File: src/rtl/pb_cond_pkg.sv
// rtl/pb_cond_pkg.sv - shared state encoding and default timing constants for pb_conditioner
package pb_cond_pkg;

    typedef enum logic [1:0] {
        IDLE       = 2'd0,
        DB_PRESS   = 2'd1,
        HELD       = 2'd2,
        DB_RELEASE = 2'd3
    } pb_state_t;

    // 20 ms debounce and 1 s long press at 50 MHz
    localparam int PB_DB_CYCLES_DEF   = 1_000_000;
    localparam int PB_LONG_CYCLES_DEF = 50_000_000;

endpackage

File: src/rtl/pb_channel.sv
// rtl/pb_channel.sv - one pushbutton: synchronizer, debounce FSM, pulses; long press under PB_LONG_PRESS_EN
module pb_channel
    import pb_cond_pkg::*;
#(
    parameter int DB_CYCLES   = PB_DB_CYCLES_DEF,
    parameter int LONG_CYCLES = PB_LONG_CYCLES_DEF
) (
    input  logic i_clk,
    input  logic i_rst_n,
    input  logic i_key_n,
    output logic o_pressed,
    output logic o_press_pulse,
    output logic o_release_pulse,
    output logic o_long_pulse
);

    localparam int              DB_W    = $clog2(DB_CYCLES + 1);
    localparam logic [DB_W-1:0] DB_LAST = DB_W'(DB_CYCLES - 1);

    logic [1:0]      r_sync;
    logic            w_s;
    pb_state_t       r_state;
    pb_state_t       w_state_nxt;
    logic [DB_W-1:0] r_db_cnt;
    logic [DB_W-1:0] w_db_cnt_nxt;
    logic            w_press_evt;
    logic            w_release_evt;
    logic            r_pressed;
    logic            r_press_pulse;
    logic            r_release_pulse;

    // Resets to released so a key held through reset debounces afresh
    always_ff @(posedge i_clk or negedge i_rst_n) begin
        if (!i_rst_n) begin
            r_sync <= 2'b11;
        end else begin
            r_sync <= {r_sync[0], i_key_n};
        end
    end

    assign w_s = ~r_sync[1];

    always_comb begin
        w_state_nxt   = r_state;
        w_db_cnt_nxt  = r_db_cnt;
        w_press_evt   = 1'b0;
        w_release_evt = 1'b0;
        unique case (r_state)
            IDLE: begin
                w_db_cnt_nxt = '0;
                if (w_s) begin
                    w_state_nxt  = DB_PRESS;
                    w_db_cnt_nxt = DB_W'(1);
                end
            end
            DB_PRESS: begin
                if (!w_s) begin
                    w_state_nxt  = IDLE;
                    w_db_cnt_nxt = '0;
                end else if (r_db_cnt == DB_LAST) begin
                    w_state_nxt  = HELD;
                    w_db_cnt_nxt = '0;
                    w_press_evt  = 1'b1;
                end else begin
                    w_db_cnt_nxt = r_db_cnt + DB_W'(1);
                end
            end
            HELD: begin
                if (!w_s) begin
                    w_state_nxt  = DB_RELEASE;
                    w_db_cnt_nxt = DB_W'(1);
                end
            end
            DB_RELEASE: begin
                if (w_s) begin
                    w_state_nxt  = HELD;
                    w_db_cnt_nxt = '0;
                end else if (r_db_cnt == DB_LAST) begin
                    w_state_nxt   = IDLE;
                    w_db_cnt_nxt  = '0;
                    w_release_evt = 1'b1;
                end else begin
                    w_db_cnt_nxt = r_db_cnt + DB_W'(1);
                end
            end
        endcase
    end

    always_ff @(posedge i_clk or negedge i_rst_n) begin
        if (!i_rst_n) begin
            r_state         <= IDLE;
            r_db_cnt        <= '0;
            r_pressed       <= 1'b0;
            r_press_pulse   <= 1'b0;
            r_release_pulse <= 1'b0;
        end else begin
            r_state         <= w_state_nxt;
            r_db_cnt        <= w_db_cnt_nxt;
            r_pressed       <= (w_state_nxt == HELD) || (w_state_nxt == DB_RELEASE);
            r_press_pulse   <= w_press_evt;
            r_release_pulse <= w_release_evt;
        end
    end

    assign o_pressed       = r_pressed;
    assign o_press_pulse   = r_press_pulse;
    assign o_release_pulse = r_release_pulse;

`ifdef PB_LONG_PRESS_EN
    localparam int                HOLD_W    = $clog2(LONG_CYCLES + 1);
    localparam logic [HOLD_W-1:0] HOLD_MAX  = HOLD_W'(LONG_CYCLES);
    localparam logic [HOLD_W-1:0] HOLD_FIRE = HOLD_W'(LONG_CYCLES - 2);

    logic [HOLD_W-1:0] r_hold;
    logic              r_long_pulse;
    logic              w_holding;

    assign w_holding = (r_state == HELD) || (r_state == DB_RELEASE);

    // Saturation keeps the counter from passing the fire point twice in one press
    always_ff @(posedge i_clk or negedge i_rst_n) begin
        if (!i_rst_n) begin
            r_hold       <= '0;
            r_long_pulse <= 1'b0;
        end else begin
            r_long_pulse <= w_holding && (r_hold == HOLD_FIRE);
            if (w_press_evt) begin
                r_hold <= '0;
            end else if (w_holding && (r_hold != HOLD_MAX)) begin
                r_hold <= r_hold + HOLD_W'(1);
            end
        end
    end

    assign o_long_pulse = r_long_pulse;
`else
    logic w_unused_long;
    assign w_unused_long = (LONG_CYCLES > 0);
    assign o_long_pulse  = 1'b0;
`endif

endmodule

File: src/rtl/pb_conditioner.sv
// rtl/pb_conditioner.sv - DE10-Lite pushbutton conditioner, N_KEYS independent channels; long press under PB_LONG_PRESS_EN
module pb_conditioner
    import pb_cond_pkg::*;
#(
    parameter int N_KEYS      = 2,
    parameter int DB_CYCLES   = PB_DB_CYCLES_DEF,
    parameter int LONG_CYCLES = PB_LONG_CYCLES_DEF
) (
    input  logic              max10_clk1_50,
    input  logic              reset_n,
    input  logic [N_KEYS-1:0] key_n,
    output logic [N_KEYS-1:0] pressed,
    output logic [N_KEYS-1:0] press_pulse,
    output logic [N_KEYS-1:0] release_pulse,
    output logic [N_KEYS-1:0] long_pulse
);

    for (genvar g = 0; g < N_KEYS; g++) begin : g_ch
        pb_channel #(
            .DB_CYCLES  (DB_CYCLES),
            .LONG_CYCLES(LONG_CYCLES)
        ) u_ch (
            .i_clk          (max10_clk1_50),
            .i_rst_n        (reset_n),
            .i_key_n        (key_n[g]),
            .o_pressed      (pressed[g]),
            .o_press_pulse  (press_pulse[g]),
            .o_release_pulse(release_pulse[g]),
            .o_long_pulse   (long_pulse[g])
        );
    end

endmodule

File: config.mk
export PLATFORM = sky130hd
export DESIGN_NAME = pb_conditioner
export DESIGN_NICKNAME = d
export VERILOG_FILES = /design/src/rtl/pb_cond_pkg.sv /design/src/rtl/pb_channel.sv /design/src/rtl/pb_conditioner.sv
export SDC_FILE = /design/constraint.sdc
export NUM_CORES = 1
export LEC_CHECK = 0
export ABC_AREA = 1
export BUFFER_PORTS_ARGS = -buffer_cell sky130_fd_sc_hd__buf_2
export CORE_ASPECT_RATIO = 1.75
export CORE_MARGIN = 1.5
export CORE_UTILIZATION = 34
export DETAILED_ROUTE_END_ITERATION = 16
export GPL_TIMING_DRIVEN = 0
export PLACE_DENSITY = 0.56
export SYNTH_ARGS = -nofsm -noshare
export SYNTH_HDL_FRONTEND = slang
export SYNTH_HIERARCHICAL = 1
export SYNTH_SLANG_ARGS = --single-unit
File: constraint.sdc
create_clock -name max10_clk1_50 -period 1.5 [get_ports max10_clk1_50]
set_input_delay 0 -clock max10_clk1_50 [delete_from_list [all_inputs] [get_ports max10_clk1_50]]
set_output_delay 0 -clock max10_clk1_50 [all_outputs]
set_load 0.02 [all_outputs]
After elaboration in Yosys (flattened, before gate mapping)
Index checks and enable logic that the tools add are counted.

Word-level logic and storage cells: 68. Bits of input ports: 4. Output and inout port bits: 8. Register bits after elaboration: 54.

Reductions and logical operators: 4. Equality and inequality tests: 14. $add $sub $neg: 2. Muxes and demuxes: 36.

Operator list (count): 20-bit 2-to-1 mux (8); 20-bit case mux with 4 select lines (2); 20-bit by 1-bit adder with 20-bit output (second input constant) (2); 20-bit equality test (second input constant) (2); 2-bit 2-to-1 mux (12); 2-bit equality test (second input constant) (8); 2-bit case mux with 4 select lines (2); 1-bit 2-to-1 mux (12); 2-bit by 1-bit equality test with 1-bit output (second input constant) (2); 2-bit zero test (2); 2-bit by 1-bit inequality test with 1-bit output (second input constant) (2); 1-bit logical OR (2).

Depth between registers and ports, before layout
Depth in word-level cells: 6. Mapped depth: 9. Depth with buffers taken out: 9.

Cells and area by module
The synthesis kept the hierarchy.

By module, submodules not included: pb_channel (seq. area each 653.1 µm², times used 2, area each 1572.8 µm², cells an instance 202).

Worst setup path before layout
Ideal clock, no wire load.

Kind: flip-flop to flip-flop. Start: register g_ch[0].u_ch.r_db_cnt[0]. End: register g_ch[0].u_ch.r_db_cnt[12]. Required time: 1.375 ns. Setup time: 0.125 ns. Data arrival time: 1.222 ns. Setup slack: 0.153 ns. Clock period less this slack: 1.347 ns. Cell stages (with the launch flop): 8. Buffers on the path: 1. Path through: dfrtp_1 > ha_1 > nand3_2 > nor2_1 > nand3_2 > nand2_4 > buf_6 > o22ai_1.

Cells in the longest elaborated chain, start to end: 4. Elaborated cells on any way between the ends: 6. Those cells by class: add/sub (1); eq/ne (1); mux (4).

Ends and longest elaborated chain: start, declared (line pb_channel.sv:24) `logic [DB_W-1:0] r_db_cnt;`; start signal, assigned (line pb_channel.sv:98) `r_db_cnt <= w_db_cnt_nxt;`; 20-bit by 1-bit adder with 20-bit output or 20-bit equality test (tied branches); 20-bit 2-to-1 mux * (line pb_channel.sv:60, pb_channel.sv:78); 20-bit 2-to-1 mux (on tied branches) (line pb_channel.sv:75, pb_channel.sv:57); 20-bit case mux with 4 select lines * (line pb_channel.sv:48) `unique case (r_state)`.

Every way passes the cells marked *; elsewhere a longest branch is shown, timed or not. A chain may end at the register's enable or synchronous reset.

Final worst setup path
Start: register g_ch[0].u_ch.r_db_cnt[10]. End: register g_ch[0].u_ch.r_db_cnt[8].

Cells in the longest elaborated chain, start to end: 4. Elaborated cells on any way between the ends: 5. Those cells by class: eq/ne (1); mux (4).

Ends and longest elaborated chain (line): 20-bit equality test * (pb_channel.sv:60, pb_channel.sv:78); 20-bit 2-to-1 mux * (pb_channel.sv:60, pb_channel.sv:78); 20-bit 2-to-1 mux (on tied branches) (pb_channel.sv:75, pb_channel.sv:57); 20-bit case mux with 4 select lines * (pb_channel.sv:48).

Marks and branches as above.

==> metrics.md <==
| Metric | Value |
|---|---|
| Share of the synthesized area in the top cell type | 0.382 |
| Clock transition at path regs | 0.07 ns |
| Crit path max fanout | 6 |
| CTS Root Cell | clkbuf_16 |
| CTS tree | yes |
| Pin count of the biggest net entering global routing | 53 |
| Asr flop ratio synth | 1.00 |
| Synth Instances | 404 |
| Failing checks | hold timing |
| Reg power frac | 0.529 |
| Critical path class | reg2reg |
| DIE AREA | 0.00986 mm² |
| Met1 Use GR | 0.160 |
| Routed WL | 7190 µm |
| Synth top area cells | dfrtp_1 (38%), nand2_1 (13%), nand3_1 (4.8%) |
| Initial Util | 0.348 |
| Total gr overflow | 0 |
| Clock Skew | 0.00261 ns |
| Final WS setup | 0.0639 ns |
| Tightest Pin Transition | 1.19 ns |
| Remaining DRCs | 0 |
| NetSw | 623 µW |
| Initial antenna violation count | 0 |
| Leak | 1.56 nW |
| # Max-Cap Violations | 0 |
| Tmin final | 1.44 ns |
| Internal reg-to-reg setup slack | 0.06 ns |
| Avg Inst Size Synth | 7.79 µm² |
| Mapped Area | 0.00315 mm² |
| Row count | 46 |
| Max-slew headroom | 0.210 |
| Internal Dissipation | 2.09 mW |
| Max VDD drop | 562 µV |
| Reg2reg end | g_ch[0].u_ch/r_db_cnt[8] |
| Synth unique cells | 32 |
| R2R depth | 7 |
| Final GP Congestion | 0.882 |
| Port buffer count | 9 |
| Pre-CTS setup slack | -0.0470 ns |
| Worst EP arrival | 1.61 ns |
| Area growth syn-to-layout | 14.8% |
| Min-Delay Path Class | in2async |
| Period utilization | 0.957 |
| Routed via count | 2647 |
| Final net count | 430 |
| Top_reg_cell synth | dfrtp_1 |
| RSZ-0062 raised after global routing | yes |
| Core Region | 0.00904 mm² |
| Routed Antenna Nets | 0 |
| Worst skew pair latency | 0.29 ns |
| Clock Sinks | 52 |
| Synth Register Bits | 52 |
| Share of layout cells above drive strength 1 | 0.219 |
| H-Tree Depth | 2 |
| CP Capture Type | flip-flop |
| Routed len/inst | 13.2 µm |
| # diodes | 0 |
| Clk buf depth | 2 |
| Met3 Use GR | 0.0255 |
| Sw Ratio | 0.230 |
| Final Hold Vio Count | 48 |
| Total Power | 2.71 mW |
| Yosys warning count | 6 |
| Initial DRT Pass Iterations | 4 |
| CP Launch Type | flip-flop |
| Number of buffers created by CTS | 5 |
| Gate power share | 0.047 |
| Most Crowded Layer GR | met2 |
| Setup violators final | 0 |
| Run status | complete, but fails checks |
| Vias in the first global route | 2621 |
| GR Util met2 | 0.307 |
| Initial DRC count | 95 |
| DR vias/cell | 4.86 |
| Slew Viols, Final | 0 |
| Hold_ws | -0.0565 ns |
| Critical Path End | g_ch[0].u_ch/r_db_cnt[8] |
| Data required time of the critical path | 1.68 ns |
| Die W | 75.7 µm |
| Mapped Nets | 410 |
| Crit. Startpoint | g_ch[0].u_ch/r_db_cnt[10] |
| Power density cells | 752 mW/mm² |
| Post-synthesis sequential area ratio | 0.415 |
| EDFF count, synth | 0 |
| Top cell type by total area after synthesis | dfrtp_1 |
| Clock Power Share | 0.424 |
| Post-DP HPWL | 5350 µm |
| I/O Pins | 12 |
| Total track usage | 0.158 |
| Peak Freq | 696 MHz |
| First-pass GRT wire length | 11900 µm |
| Chip Height | 130 µm |
| Reg-to-Reg Start | g_ch[0].u_ch/r_db_cnt[10] |
## cell type report
| cell class | instances | area (µm²) |
|---|---|---|
| well taps | 120 | 150 |
| multi-input cells | 294 | 1640 |
| clock buffers | 6 | 129 |
| flip-flops and latches | 52 | 1310 |
| inverters | 46 | 175 |
| clock inverters | 2 | 16.3 |
| repair buffers | 16 | 120 |
| fillers | 941 | 5430 |
| plain buffers | 9 | 68.8 |
## routing by layer
layer	vias up	wire length (µm)
met3	15	123
met5	-	0
li1	1336	-
met4	0	164
met1	1269	2690
met2	27	4220
## critical path: stages (launching register included)
cell	delay, ns
dfrtp_1	0.46
nor2_2	0.13
nand2_1	0.11
nor2_2	0.15
nand3_2	0.09
nand2_4	0.15
clkbuf_16	0.17
o21ai_1	0.06
## cell families after synthesis
kind of cell,count (synthesis),share of synthesized area
compound gates,38,0.0740
buf+inv,58,0.0811
simple gates,234,0.369
flops,52,0.415
fa+ha+maj,2,0.00795
other cells,2,0.00239
xor+xnor,18,0.0501
## per-stage QoR
stage                      util  TNS, ns  instances  hold WS (ns)  instance area, µm²
after floorplan               -        0        404        -0.296                3150
after global placement    0.370   -0.233        533         0.105                3340
after detailed placement  0.370   -0.557        533         0.111                3340
after CTS                 0.391        0        545        0.0145                3540
after global routing      0.400  -0.0258        545        0.0698                3610
final                     0.400        0        545       -0.0565                3610
## flip-flops by register name, indices dropped and copies added, names as in the netlist
register / cells
g_ch.u_ch/o_press_pulse: 2
g_ch.u_ch/o_pressed: 2
g_ch.u_ch/o_release_pulse: 2
g_ch.u_ch/r_db_cnt: 40
g_ch.u_ch/r_sync: 4
g_ch.u_ch/r_state: 2
## worst min-delay path by stage
stage / end / slack, ns / cells after the start
2_1_floorplan: g_ch[0].u_ch/o_press_pulse / -0.30 / 0
3_3_place_gp: g_ch[1].u_ch/r_sync[0] / 0.10 / 1
3_5_place_dp: g_ch[0].u_ch/r_sync[0] / 0.11 / 1
4_1_cts: g_ch[1].u_ch/r_db_cnt[7] / 0.01 / 1
5_1_grt: g_ch[1].u_ch/r_db_cnt[8] / 0.07 / 1
6_report: g_ch[1].u_ch/r_db_cnt[9] / -0.06 / 1
## synthesized netlist by cell type (8+ instances only)
cell type  count
inv_1         38
nand4_1       16
nand2_2        8
o22ai_1       10
o21ai_1        8
xnor2_1        8
inv_2          8
nand2_1      108
dfrtp_1       48
nand3_1       30
xor2_1        10
nor2_1        38
## cell usage in the layout (no fill, tap or decap), types with 3 or more instances in the layout
master     instances
nand4_1           16
dfrtp_2            4
xor2_1            10
nor2_2             9
inv_1             38
clkbuf_16          6
o21bai_1           4
nand2_1          108
dfstp_2            4
o21ai_1            8
a21oi_1            4
o21ai_2            4
nor3_1             3
inv_2              7
dfrtp_1           44
nand3_1           28
nor2_1            34
xnor2_1            8
nand3_2            6
o22ai_1           10
nand2_2            8
o21ai_0            6
buf_4              7
nor2_4             7
buf_2             13
nor3_2             4
## power groups by stage
| stage | clock network, mW | logic [mW] | registers [mW] |
|---|---|---|---|
| floorplan | 0 | 0.0596 | 1.46 |
| global placement | 0 | 0.106 | 1.46 |
| detailed placement | 0 | 0.108 | 1.46 |
| CTS | 1.21 | 0.121 | 1.43 |
| global route | 1.26 | 0.145 | 1.44 |
| finish | 1.15 | 0.128 | 1.44 |
## repair_timing
action	CTS	global route
gates cloned	0	1
setup endpoints to repair	31	37
hold buffers	2	0
setup buffers	2	2
gates resized for setup	4	15
pin swaps	0	4
endpoints found under the hold margin	2	0
(Power assumes the default switching activity.)
